**src/rtl/decode_pipe_stage_pkg.sv**
```systemverilog
// decode_pipe_stage_pkg: shared instruction encodings and field positions for the decode stage
package decode_pipe_stage_pkg;

    // Instruction type field values
    typedef enum logic [1:0] {
        TY_ALU = 2'b00,
        TY_MEM = 2'b01,
        TY_BR  = 2'b10,
        TY_RET = 2'b11
    } instrType_t;

    localparam logic [1:0] OP_BASE = 2'b00;
    localparam logic [1:0] OP_CALL = 2'b01;

    // Instruction field bit positions
    localparam int INSTR_W  = 33;
    localparam int IMM_FLAG = 32;
    localparam int TYPE_HI  = 31;
    localparam int TYPE_LO  = 30;
    localparam int OP_HI    = 29;
    localparam int OP_LO    = 28;
    localparam int RS1_HI   = 27;
    localparam int RS1_LO   = 23;
    localparam int RS2_HI   = 22;
    localparam int RS2_LO   = 18;
    localparam int RS4_HI   = 4;
    localparam int RS4_LO   = 0;
    localparam int IMMV_HI  = 17;
    localparam int IMMV_LO  = 0;

    localparam int DEFAULT_LINK_REG = 29;

endpackage

```
**src/rtl/decode_pipe_stage_if.sv**
```systemverilog
// decode_pipe_stage_if: decode-side inputs, write-back/forward controls and E-register outputs
//   master: drives D-stage instruction, stall/flush, write-back and forward selects; observes E outputs
//   slave : the decode stage itself
interface decode_pipe_stage_if #(
    parameter int DATA_W = 18,
    parameter int PC_W   = 9,
    parameter int ADDR_W = 5,
    parameter int CTRL_W = 12
);
    import decode_pipe_stage_pkg::*;

    logic               valid_d;
    logic [INSTR_W-1:0] instr_d;
    logic [PC_W-1:0]    pc_d;
    logic [PC_W-1:0]    pcplus_d;
    logic [CTRL_W-1:0]  ctrl_d;
    logic               stall;
    logic               flush;
    logic               wb_we;
    logic [ADDR_W-1:0]  wb_addr;
    logic [DATA_W-1:0]  wb_data;
    logic [2:0]         fwd_sel;

    logic               valid_e;
    logic [CTRL_W-1:0]  ctrl_e;
    logic [DATA_W-1:0]  rd1_e;
    logic [DATA_W-1:0]  rd2_e;
    logic [DATA_W-1:0]  rd4_e;
    logic [DATA_W-1:0]  imm_e;
    logic [ADDR_W-1:0]  rs1_e;
    logic [ADDR_W-1:0]  rs2_e;
    logic [ADDR_W-1:0]  rs4_e;
    logic [ADDR_W-1:0]  rd_e;
    logic [PC_W-1:0]    pc_e;
    logic [PC_W-1:0]    pcplus_e;
    logic [PC_W-1:0]    link_e;

    modport master (
        output valid_d, instr_d, pc_d, pcplus_d, ctrl_d, stall, flush,
               wb_we, wb_addr, wb_data, fwd_sel,
        input  valid_e, ctrl_e, rd1_e, rd2_e, rd4_e, imm_e,
               rs1_e, rs2_e, rs4_e, rd_e, pc_e, pcplus_e, link_e
    );

    modport slave (
        input  valid_d, instr_d, pc_d, pcplus_d, ctrl_d, stall, flush,
               wb_we, wb_addr, wb_data, fwd_sel,
        output valid_e, ctrl_e, rd1_e, rd2_e, rd4_e, imm_e,
               rs1_e, rs2_e, rs4_e, rd_e, pc_e, pcplus_e, link_e
    );

endinterface

```
**src/rtl/decode_pipe_stage_reg_file_param.sv**
```systemverilog
// reg_file_param: register file with three bypassed read ports, a link-register read,
//   a general write port (we/wa/wd) and a link write port (linkWe/linkWd) that wins on LINK_REG.
//   Register 0 reads as zero and is never written.
module reg_file_param #(
    parameter int NREGS    = 32,
    parameter int DATA_W   = 18,
    parameter int ADDR_W   = 5,
    parameter int LINK_REG = 29
) (
    input  logic              clk,
    input  logic              rst,
    input  logic [ADDR_W-1:0] ra1,
    input  logic [ADDR_W-1:0] ra2,
    input  logic [ADDR_W-1:0] ra4,
    output logic [DATA_W-1:0] rd1,
    output logic [DATA_W-1:0] rd2,
    output logic [DATA_W-1:0] rd4,
    output logic [DATA_W-1:0] linkRd,
    input  logic              we,
    input  logic [ADDR_W-1:0] wa,
    input  logic [DATA_W-1:0] wd,
    input  logic              linkWe,
    input  logic [DATA_W-1:0] linkWd
);
    localparam logic [ADDR_W-1:0] LINK_A = ADDR_W'(LINK_REG);

    logic [DATA_W-1:0] regs [NREGS];
    logic [ADDR_W-1:0] ra [4];
    logic [DATA_W-1:0] rdv [4];

    assign ra[0] = ra1;
    assign ra[1] = ra2;
    assign ra[2] = ra4;
    assign ra[3] = LINK_A;

    // Reads see this cycle's writes, with the same link-over-general priority as the array
    for (genvar i = 0; i < 4; i++) begin : g_rd
        assign rdv[i] = ra[i] == '0 ? '0 :
                        (linkWe && ra[i] == LINK_A) ? linkWd :
                        (we && ra[i] == wa) ? wd : regs[ra[i]];
    end

    assign rd1    = rdv[0];
    assign rd2    = rdv[1];
    assign rd4    = rdv[2];
    assign linkRd = rdv[3];

    always_ff @(posedge clk)
        for (int r = 0; r < NREGS; r++)
            if (rst) regs[r] <= '0;
            else if (linkWe && r == LINK_REG) regs[r] <= linkWd;
            else if (we && r != 0 && wa == ADDR_W'(r)) regs[r] <= wd;

endmodule

```
**src/rtl/decode_pipe_stage.sv**
```systemverilog
// decode_pipe_stage: decodes register sources/destination, reads the register file with
//   write-back forwarding, writes the link register on calls, and registers the E stage.
//   clk, rst : clock and synchronous active-high reset
//   bus      : slave side of decode_pipe_stage_if (D inputs, stall/flush, write-back, E outputs)
module decode_pipe_stage
    import decode_pipe_stage_pkg::*;
#(
    parameter int DATA_W   = 18,
    parameter int PC_W     = 9,
    parameter int ADDR_W   = 5,
    parameter int NREGS    = 32,
    parameter int CTRL_W   = 12,
    parameter int LINK_REG = DEFAULT_LINK_REG
) (
    input logic                 clk,
    input logic                 rst,
    decode_pipe_stage_if.slave  bus
);
    logic [INSTR_W-1:0] instr;
    instrType_t         typ;
    logic [1:0]         op;
    logic               imm;
    logic [ADDR_W-1:0]  a1, a2, a4, rd;
    logic               linkWe;
    logic [DATA_W-1:0]  rf1, rf2, rf4, linkRd;
    logic [DATA_W-1:0]  op1, op2, op4;
    logic               loadValid;

    always_comb begin
        instr  = bus.instr_d;
        imm    = instr[IMM_FLAG];
        typ    = instrType_t'(instr[TYPE_HI:TYPE_LO]);
        op     = instr[OP_HI:OP_LO];
        a1     = (typ == TY_RET && op == OP_BASE) ? ADDR_W'(LINK_REG) : ADDR_W'(instr[RS1_HI:RS1_LO]);
        a2     = (!imm && typ == TY_MEM && op == OP_BASE) ? ADDR_W'(instr[RS4_HI:RS4_LO]) : ADDR_W'(instr[RS2_HI:RS2_LO]);
        a4     = ADDR_W'(instr[RS4_HI:RS4_LO]);
        rd     = ((typ == TY_MEM && op == OP_BASE) || (imm && typ != TY_RET && op == OP_BASE)) ?
                 ADDR_W'(instr[RS2_HI:RS2_LO]) : ADDR_W'(instr[RS4_HI:RS4_LO]);
        // A call only commits its link when it actually advances into E
        linkWe = bus.valid_d && typ == TY_BR && op == OP_CALL && !bus.stall && !bus.flush;
        op1    = bus.fwd_sel[0] ? bus.wb_data : rf1;
        op2    = bus.fwd_sel[1] ? bus.wb_data : rf2;
        op4    = bus.fwd_sel[2] ? bus.wb_data : rf4;
        loadValid = bus.valid_d && !bus.flush;
    end

    reg_file_param #(
        .NREGS   (NREGS),
        .DATA_W  (DATA_W),
        .ADDR_W  (ADDR_W),
        .LINK_REG(LINK_REG)
    ) u_rf (
        .clk   (clk),
        .rst   (rst),
        .ra1   (a1),
        .ra2   (a2),
        .ra4   (a4),
        .rd1   (rf1),
        .rd2   (rf2),
        .rd4   (rf4),
        .linkRd(linkRd),
        .we    (bus.wb_we),
        .wa    (bus.wb_addr),
        .wd    (bus.wb_data),
        .linkWe(linkWe),
        .linkWd(DATA_W'(bus.pc_d))
    );

    // Flush overrides stall; an invalid D slot or flush enters E as a bubble
    always_ff @(posedge clk)
        if (rst) begin
            bus.valid_e  <= 1'b0;
            bus.ctrl_e   <= '0;
            bus.rd1_e    <= '0;
            bus.rd2_e    <= '0;
            bus.rd4_e    <= '0;
            bus.imm_e    <= '0;
            bus.rs1_e    <= '0;
            bus.rs2_e    <= '0;
            bus.rs4_e    <= '0;
            bus.rd_e     <= '0;
            bus.pc_e     <= '0;
            bus.pcplus_e <= '0;
            bus.link_e   <= '0;
        end else if (bus.flush || !bus.stall) begin
            bus.valid_e  <= loadValid;
            bus.ctrl_e   <= loadValid ? bus.ctrl_d : '0;
            bus.rd1_e    <= op1;
            bus.rd2_e    <= op2;
            bus.rd4_e    <= op4;
            bus.imm_e    <= DATA_W'(instr[IMMV_HI:IMMV_LO]);
            bus.rs1_e    <= a1;
            bus.rs2_e    <= a2;
            bus.rs4_e    <= a4;
            bus.rd_e     <= rd;
            bus.pc_e     <= bus.pc_d;
            bus.pcplus_e <= bus.pcplus_d;
            bus.link_e   <= PC_W'(linkRd);
        end

endmodule

```
**src/flat_wrapper.sv**
```systemverilog
// flat-port wrapper written by rule: the top's interface ports become plain ports
module decode_pipe_stage_flat import decode_pipe_stage_pkg::*;
#(
    parameter int DATA_W   = 18,
    parameter int PC_W     = 9,
    parameter int ADDR_W   = 5,
    parameter int NREGS    = 32,
    parameter int CTRL_W   = 12,
    parameter int LINK_REG = DEFAULT_LINK_REG
)
  (clk, rst, bus_valid_d, bus_instr_d, bus_pc_d, bus_pcplus_d, bus_ctrl_d, bus_stall, bus_flush, bus_wb_we, bus_wb_addr, bus_wb_data, bus_fwd_sel, bus_valid_e, bus_ctrl_e, bus_rd1_e, bus_rd2_e, bus_rd4_e, bus_imm_e, bus_rs1_e, bus_rs2_e, bus_rs4_e, bus_rd_e, bus_pc_e, bus_pcplus_e, bus_link_e);
  decode_pipe_stage_if #(.DATA_W(DATA_W), .PC_W(PC_W), .ADDR_W(ADDR_W), .CTRL_W(CTRL_W)) bus_i ();
  input logic clk;
  input logic rst;
  input wire logic [$bits(bus_i.valid_d)-1:0] bus_valid_d;
  input wire logic [$bits(bus_i.instr_d)-1:0] bus_instr_d;
  input wire logic [$bits(bus_i.pc_d)-1:0] bus_pc_d;
  input wire logic [$bits(bus_i.pcplus_d)-1:0] bus_pcplus_d;
  input wire logic [$bits(bus_i.ctrl_d)-1:0] bus_ctrl_d;
  input wire logic [$bits(bus_i.stall)-1:0] bus_stall;
  input wire logic [$bits(bus_i.flush)-1:0] bus_flush;
  input wire logic [$bits(bus_i.wb_we)-1:0] bus_wb_we;
  input wire logic [$bits(bus_i.wb_addr)-1:0] bus_wb_addr;
  input wire logic [$bits(bus_i.wb_data)-1:0] bus_wb_data;
  input wire logic [$bits(bus_i.fwd_sel)-1:0] bus_fwd_sel;
  output wire logic [$bits(bus_i.valid_e)-1:0] bus_valid_e;
  output wire logic [$bits(bus_i.ctrl_e)-1:0] bus_ctrl_e;
  output wire logic [$bits(bus_i.rd1_e)-1:0] bus_rd1_e;
  output wire logic [$bits(bus_i.rd2_e)-1:0] bus_rd2_e;
  output wire logic [$bits(bus_i.rd4_e)-1:0] bus_rd4_e;
  output wire logic [$bits(bus_i.imm_e)-1:0] bus_imm_e;
  output wire logic [$bits(bus_i.rs1_e)-1:0] bus_rs1_e;
  output wire logic [$bits(bus_i.rs2_e)-1:0] bus_rs2_e;
  output wire logic [$bits(bus_i.rs4_e)-1:0] bus_rs4_e;
  output wire logic [$bits(bus_i.rd_e)-1:0] bus_rd_e;
  output wire logic [$bits(bus_i.pc_e)-1:0] bus_pc_e;
  output wire logic [$bits(bus_i.pcplus_e)-1:0] bus_pcplus_e;
  output wire logic [$bits(bus_i.link_e)-1:0] bus_link_e;
  assign bus_i.valid_d = bus_valid_d;
  assign bus_i.instr_d = bus_instr_d;
  assign bus_i.pc_d = bus_pc_d;
  assign bus_i.pcplus_d = bus_pcplus_d;
  assign bus_i.ctrl_d = bus_ctrl_d;
  assign bus_i.stall = bus_stall;
  assign bus_i.flush = bus_flush;
  assign bus_i.wb_we = bus_wb_we;
  assign bus_i.wb_addr = bus_wb_addr;
  assign bus_i.wb_data = bus_wb_data;
  assign bus_i.fwd_sel = bus_fwd_sel;
  assign bus_valid_e = bus_i.valid_e;
  assign bus_ctrl_e = bus_i.ctrl_e;
  assign bus_rd1_e = bus_i.rd1_e;
  assign bus_rd2_e = bus_i.rd2_e;
  assign bus_rd4_e = bus_i.rd4_e;
  assign bus_imm_e = bus_i.imm_e;
  assign bus_rs1_e = bus_i.rs1_e;
  assign bus_rs2_e = bus_i.rs2_e;
  assign bus_rs4_e = bus_i.rs4_e;
  assign bus_rd_e = bus_i.rd_e;
  assign bus_pc_e = bus_i.pc_e;
  assign bus_pcplus_e = bus_i.pcplus_e;
  assign bus_link_e = bus_i.link_e;
  decode_pipe_stage #(.DATA_W(DATA_W), .PC_W(PC_W), .ADDR_W(ADDR_W), .NREGS(NREGS), .CTRL_W(CTRL_W), .LINK_REG(LINK_REG)) u_core (.clk(clk), .rst(rst), .bus(bus_i));
endmodule
```
**config.mk**
```make
export PLATFORM = sky130hd
export DESIGN_NAME = decode_pipe_stage_flat
export DESIGN_NICKNAME = d
export VERILOG_FILES = /design/src/rtl/decode_pipe_stage_pkg.sv /design/src/rtl/decode_pipe_stage_if.sv /design/src/rtl/decode_pipe_stage_reg_file_param.sv /design/src/rtl/decode_pipe_stage.sv /design/src/flat_wrapper.sv
export SDC_FILE = /design/constraint.sdc
export NUM_CORES = 2
export LEC_CHECK = 0
export ABC_AREA = 1
export CELL_PAD_IN_SITES_DETAIL_PLACEMENT = 0
export CELL_PAD_IN_SITES_GLOBAL_PLACEMENT = 1
export CORE_MARGIN = 1
export CORE_UTILIZATION = 45
export DETAILED_ROUTE_END_ITERATION = 10
export PLACE_DENSITY_LB_ADDON = 0.1
export SYNTH_ARGS = -nofsm -noshare
export SYNTH_HDL_FRONTEND = slang
export SYNTH_SLANG_ARGS = --single-unit
```
**constraint.sdc**
```tcl
create_clock -name clk -period 3.95 [get_ports clk]
set_clock_uncertainty 0.15 [all_clocks]
set_input_delay 0.5925 -clock clk [delete_from_list [all_inputs] [get_ports clk]]
set_output_delay 0.5925 -clock clk [all_outputs]
set_load 0.01 [all_outputs]
```
### Word level (Yosys, flattened, before mapping)

Memories as Yosys holds them, arrays and structs flattened.
Cells that the tools add are included.

* $add $sub $neg: 0
* multipliers: 0
* divide/modulo/power cells: 0
* $lt $le $gt $ge: 0
* equal/unequal tests: 43
* shift operators: 0
* multiplexer cells: 149
* bitwise logic cells: 32
* reductions and logical operators: 58

Operators with widths (number)
* $mux 18: 44
* $mux 1: 99
* $eq 5x5->1 const B: 19
* $logic_and 1x1->1: 49
* $eq 5x4->1 const B: 8
* $or 1x1->1: 32
* $eq 5x3->1 const B: 4
* $mux 9: 2
* $eq 5x5->1: 3
* $logic_not 5->1: 3
* $mux 5: 3
* $mux 12: 1
* $eq 5x2->1 const B: 2
* $eq 5x1->1 const B: 1
* $eq 5x5->1 const A: 1
* $eq 2x1->1 const B: 2
* $eq 2x2->1 const B: 2
* $logic_not 1->1: 3
* $logic_not 2->1: 1
* $logic_or 1x1->1: 2
* $ne 2x2->1 const B: 1

* register bits: 132
* bits in latches: 0
* RAM bits: 576
* memory bits (read-only): 0
* logic and storage cells: 296
* memories: 1

Memories
* u_core.u_rf.regs: words 32, bits a word 18, read ports 4, clocked after memory_dff 0, wr ports 32, line decode_pipe_stage_reg_file_param.sv:27 `logic [DATA_W-1:0] regs [NREGS];`

### Logic depth before layout (Yosys ltp)

* depth after elaboration: 10
* depth in mapped cells: 21

### Cells and area by module

Synthesis repeated with hierarchy kept, for this count alone.

* cell total of the unflattened synthesis: 6479
* area, all modules: 43849.6 µm²

By module, submodules not included
* reg_file_param: instances 1, cells each 5786, area each 38713.4 µm², sequential area each 16756.1 µm²
* decode_pipe_stage: instances 1, cells each 693, area each 5136.2 µm², sequential area each 2542.4 µm²

### Worst setup path before layout

Ideal clock, no wire load.

* path kind: in2reg
* start point: input bus_wb_addr[2]
* end point: memory u_core.u_rf.regs[22][0] (enable)
* library setup time: 418 ps
* arrival: 2651 ps
* required time: 3382 ps
* path slack: 731 ps
* stages: 7
* path through: clkbuf_1 > inv_1 > nor2_1 > inv_1 > nor2_1 > inv_1 > o21ai_0

RTL lines
* start, declared: line flat_wrapper.sv:23 `input wire logic [$bits(bus_i.wb_addr)-1:0] bus_wb_addr;`
* end, declared: line decode_pipe_stage_reg_file_param.sv:27

### Worst setup path after layout

* start point: input bus_instr_d[30]
* end point: register u_core.bus.rd2_e[10]

* longest elaborated chain between the ends: 10
* elaborated cells between the ends (all ways): 19
* those cells by class: eq/ne (4); mux (5); reduce/logical (9); memory (1)

RTL lines
* start, declared: line flat_wrapper.sv:16 `input wire logic [$bits(bus_i.instr_d)-1:0] bus_instr_d;`
* branches (longest 8 deep; another with $mem_v2 32x18)
* $mux 18 *: line decode_pipe_stage_reg_file_param.sv:38 `assign rdv[i] = ra[i] == '0 ? '0 :`
* $mux 18 *: line decode_pipe_stage.sv:42 `op2 = bus.fwd_sel[1] ? bus.wb_data : rf2;`
* end signal, assigned: line decode_pipe_stage.sv:89 `bus.rd2_e <= op2;`
* end, declared: line decode_pipe_stage_if.sv:48 `output valid_e, ctrl_e, rd1_e, rd2_e, rd4_e, imm_e,`

Every way passes the cells marked *.
A chain may end at the register's enable or synchronous reset.

==> results by group <==
GRT
  – Via count of the first global-routing pass: around 41000
  – Global route overflow: 0
  – Global-route wire length before repair: 305000 um
  – Maximum number of pins on one net before global-route repair: 97
  – Global-route usage over all layers: a little under half
  – Antenna violations before repair: 10

Detailed routing
  – Post-detailed-routing wire length: around 220000 um
  – Vias after detailed routing: around 46000
  – Number of iterations in the first detailed-routing pass: 7
  – Vias per cell: 6.21
  – DRC violation total after the first TritonRoute iteration: 8000
  – Count of unresolved DRC violations after routing: 0
  – Number of routed nets with antenna violations: 0
  – Average wire length per cell after detail routing: around 30 um

Pwr
  – Sw Ratio: between 30% and 40%
  – Share of power burned in the clock network: a little under two fifths
  – Internal: 13.9 mW
  – Fraction of power consumed by sequential logic: between 40% and 50%
  – Sw Pwr: around 6.6 mW
  – VDD IR-drop max: 0.426 mV
  – Leakage power: between 20 and 25 nW
  – Logic pwr share: roughly a fifth
  – Power per unit of standard cell area: slightly above 400 nW/um^2

Floorplan
  – X dimension of the die: roughly 300 um
  – Die boundary height: roughly 310 um
  – Number of top-level pins: between 200 and 250
  – Number of placement rows: around 110
  – Overall die area: between 90000 and 100000 um^2
  – Core footprint: just over 90000 um^2
  – Starting density of the core: between 40% and 50%

Final layout
  – Non-filler instance count after layout: between 7000 and 8000
  – Highest-count cells in the layout ignoring fill and taps: sky130_fd_sc_hd__nand2_1, sky130_fd_sc_hd__nor2_1, sky130_fd_sc_hd__edfxtp_1, sky130_fd_sc_hd__a21oi_1, sky130_fd_sc_hd__inv_1
  – Syn-to-layout area delta: 19.2%
  – Commonest non-fill, non-tap cell in the layout: sky130_fd_sc_hd__nand2_1
  – Net total in the final layout: 6131
  – Final instance area: about 50000 um^2
  – Share of final-layout standard cells stronger than drive strength 1: under 10%

Min path
  – Number of stages on the worst hold path: 2
  – Destination of the worst hold path: u_core.bus.ctrl_e[11]$_SDFFE_PP0P_
  – Worst hold start: u_core.bus.ctrl_e[11]$_SDFFE_PP0P_
  – Type of the worst min-delay path: flip-flop to flip-flop

Placed design
  – Count of input and output buffers: about 230
  – Post-placement worst setup slack: between 0.15 and 0.2 ns
  – Area after DPL: around 48000 um^2
  – Cells after DPL: slightly above 7000
  – Final weighted congestion in routability-driven placement: 1.04
  – Post-DP HPWL: about 150000 um

Timing
  – Worst slew slack as a fraction of its limit: under 10%
  – Transition at the pin with the smallest max-transition slack: between 1 and 1.5 ns
  – Worst slack on hold paths: 0.313 ns
  – Summed negative setup slack over all endpoints: 0 ns
  – Achievable Freq: roughly 310 MHz
  – Final setup fails: 0
  – Post-route clock period utilization: about 83%
  – Setup repair after global routing missed its margin: no
  – Smallest setup slack after layout: between 0.6 and 0.7 ns
  – Hold Violations, Final: 0
  – Shortest period the worst path allows: between 3 and 4 ns
  – Max-slew violation count: 0

Clock tree
  – Depth of the CTS H-tree: 3
  – Number of instances resized during post-cts repair: 0
  – Clock tree sinks: between 600 and 700
  – Number of hold buffers added after cts: 0
  – Master cell of the clock root buffer: sky130_fd_sc_hd__clkbuf_16
  – Number of CTS-inserted buffers: 81
  – Max clock buf depth: 3
  – Setup fix buffers added after clock tree synthesis: 0
  – Clock Latency Late Sink: a little under 0.7 ns
  – TritonCTS clock tree: yes
  – Clock input transition at the sequential cells of the worst setup and hold paths: 0.06 ns

Outcome
  – Failing checks: max-capacitance violations
  – Result of the run: complete, but fails checks

Setup path
  – Worst r2r src: u_core.u_rf.regs[6][14]$_SDFFCE_PN0P_
  – Buffers and inverters on the worst path: 5
  – Maximum cell stage delay along the critical path: between 0.5 and 0.6 ns
  – CP Launch Type: primary input
  – Critical register-to-register path endpoint: u_core.bus.rd4_e[14]$_SDFFE_PP0P_
  – Critical path type: primary input to flip-flop
  – Critical path required time: between 4 and 5 ns
  – Worst path top cell family by delay: buffers and inverters
  – Most Frequent Cell on Critical Path: sky130_fd_sc_hd__nand2_1
  – Flop2flop setup slack: between 1 and 1.5 ns
  – Element type at the critical path end: flip-flop
  – Worst path slowest cell: sky130_fd_sc_hd__clkdlybuf4s50_1
  – Biggest fanout along the worst timing path: 19
  – Signal arrival time at the worst endpoint: ~3.7 ns
  – Chain of cells forming the critical path: clkdlybuf4s50_1 > inv_2 > nor2_4 > nand3_2 > buf_4 > o21ai_4 > buf_4 > buf_4 > nand3_1 > nand2_1 > nand2_1 > nand2_1 > nand2_1 > nand2_1 > nand2_1 > nand2_1 > nand2_1 > nand2_1 > a21oi_1
  – Worst-case reg-to-reg path depth: 6

Yosys
  – Share of cell area taken by muxes after synthesis: 0%
  – Prevailing post-synth register cell: sky130_fd_sc_hd__edfxtp_1
  – Post-synthesis cell count: between 5000 and 6000
  – Dominant combinational cell family by area after synthesis: simple AND/OR/NAND/NOR gates
  – Sequential share of the synthesized area: 45.8%
  – Post-synthesis instance area: ~42000 um^2
  – Syn_nets: slightly below 6000
  – Share of synthesized cell area in and, or, nand and nor gates: roughly 28%
  – Synth warn: 0
  – Number of library cell types mapped by synthesis: between 40 and 50
  – Adder-cell share of the synthesized area: 0%
  – Asr flop ratio synth: 0%
  – Count of state elements after synthesis: 685
  – Number of enable-type register cells in the synthesized netlist: 558
  – Post-synthesis compound-gate area fraction: 16.9%
  – Post-synthesis share of cell area spent on xor and xnor gates: 0.104%
  – Average cell area after synthesis: 7.18 um^2

Flow run
  – Max-cap violation count: 1
## cell families (layout without fill, tap and decap cells)
family,count (synthesis),after routing
xor+xnor,5,5
compound gates,1244,1244
flops,685,685
simple gates,2966,2966
buf+inv,964,1197
other cells,0,2
## registers in the layout, summed over array words and instances, names as in the netlist
signal               flops
u_core.bus.imm_e        14
u_core.bus.rd2_e        18
u_core.bus.pcplus_e      9
u_core.bus.rs1_e         5
u_core.u_rf.regs       558
u_core.bus.rs2_e         5
u_core.bus.rs4_e         4
u_core.bus.rd_e          5
u_core.bus.rd4_e        18
u_core.bus.pc_e          9
u_core.bus.ctrl_e       12
u_core.bus.valid_e       1
u_core.bus.link_e        9
u_core.bus.rd1_e        18
## synth_stat cells, types with 12 or more instances
cell type | count | area, um^2
sky130_fd_sc_hd__a21oi_1 | 491 | 2460
sky130_fd_sc_hd__a22oi_1 | 15 | 113
sky130_fd_sc_hd__a31oi_1 | 28 | 175
sky130_fd_sc_hd__buf_1 | 59 | 221
sky130_fd_sc_hd__buf_2 | 89 | 445
sky130_fd_sc_hd__clkbuf_1 | 308 | 1160
sky130_fd_sc_hd__clkinv_1 | 16 | 60.1
sky130_fd_sc_hd__dfxtp_1 | 127 | 2540
sky130_fd_sc_hd__edfxtp_1 | 558 | 16800
sky130_fd_sc_hd__inv_1 | 469 | 1760
sky130_fd_sc_hd__inv_2 | 12 | 45.0
sky130_fd_sc_hd__nand2_1 | 1667 | 6260
sky130_fd_sc_hd__nand3_1 | 445 | 2230
sky130_fd_sc_hd__nand4_1 | 21 | 131
sky130_fd_sc_hd__nor2_1 | 811 | 3040
sky130_fd_sc_hd__o2111ai_1 | 13 | 114
sky130_fd_sc_hd__o211ai_1 | 122 | 916
sky130_fd_sc_hd__o21ai_0 | 435 | 2180
sky130_fd_sc_hd__o221ai_1 | 100 | 876
## how the worst max path moves through the flow
stage / cells past startpoint / slack [ns] / from / end
global route: 19 / 0.60 / bus_instr_d[30] / u_core.bus.rd2_e[10]$_SDFFE_PP0P_
CTS: 16 / 0.84 / bus_instr_d[29] / u_core.bus.rd1_e[4]$_SDFFE_PP0P_
detailed placement: 16 / 0.16 / bus_instr_d[29] / u_core.bus.rd1_e[4]$_SDFFE_PP0P_
floorplan: 7 / 0.73 / bus_wb_addr[2] / u_core.u_rf.regs[22][0]$_SDFFCE_PN0P_
finish: 19 / 0.69 / bus_instr_d[30] / u_core.bus.rd2_e[10]$_SDFFE_PP0P_
global placement: 16 / 0.19 / bus_instr_d[29] / u_core.bus.rd1_e[4]$_SDFFE_PP0P_
## power by group through the flow
| stage | clock, mW | combinational [mW] | sequential, mW |
|---|---|---|---|
| after global routing | 7.87 | 4.50 | 8.55 |
| after global placement | 0 | 4.14 | 8.64 |
| final | 7.62 | 4.36 | 8.52 |
| after floorplan | 0 | 2.02 | 8.60 |
| after CTS | 7.63 | 4.15 | 8.50 |
| after detailed placement | 0 | 4.13 | 8.65 |
## through the flow
step                      util (%)  power, mW
after floorplan                  -       10.6
after global placement        51.6       12.8
after detailed placement      51.6       12.8
after CTS                     54.4       20.3
after global routing          54.4       20.9
final                         54.4       20.5
## worst reg2reg max path, delay by kind of cell, from the launching register on
family,cells,cell delay [ns]
flip-flops,1,0.40
AO/OA/AOI/OAI,5,1.80
AND/OR/NAND/NOR,1,0.15
## area by class of cell
cell class / count / area (um^2)
Inverter: 498 / 1880
Tap cell: 1243 / 1560
Sequential cell: 685 / 19300
Multi-Input combinational cell: 4215 / 19200
Fill cell: 8963 / 42100
Clock buffer: 108 / 2300
Antenna cell: 2 / 5.00
Timing Repair Buffer: 555 / 5630
Clock inverter: 36 / 309
## layer usage
metal,wire length [um],part of all wire [%],GRT usage (%)
met1,80100,36,59.3
met2,91000,41,65.3
met3,32100,15,13.4
met4,16300,7.4,28.9
met5,87,0.040,0
Note: power is estimated with default switching activity, not from simulation.
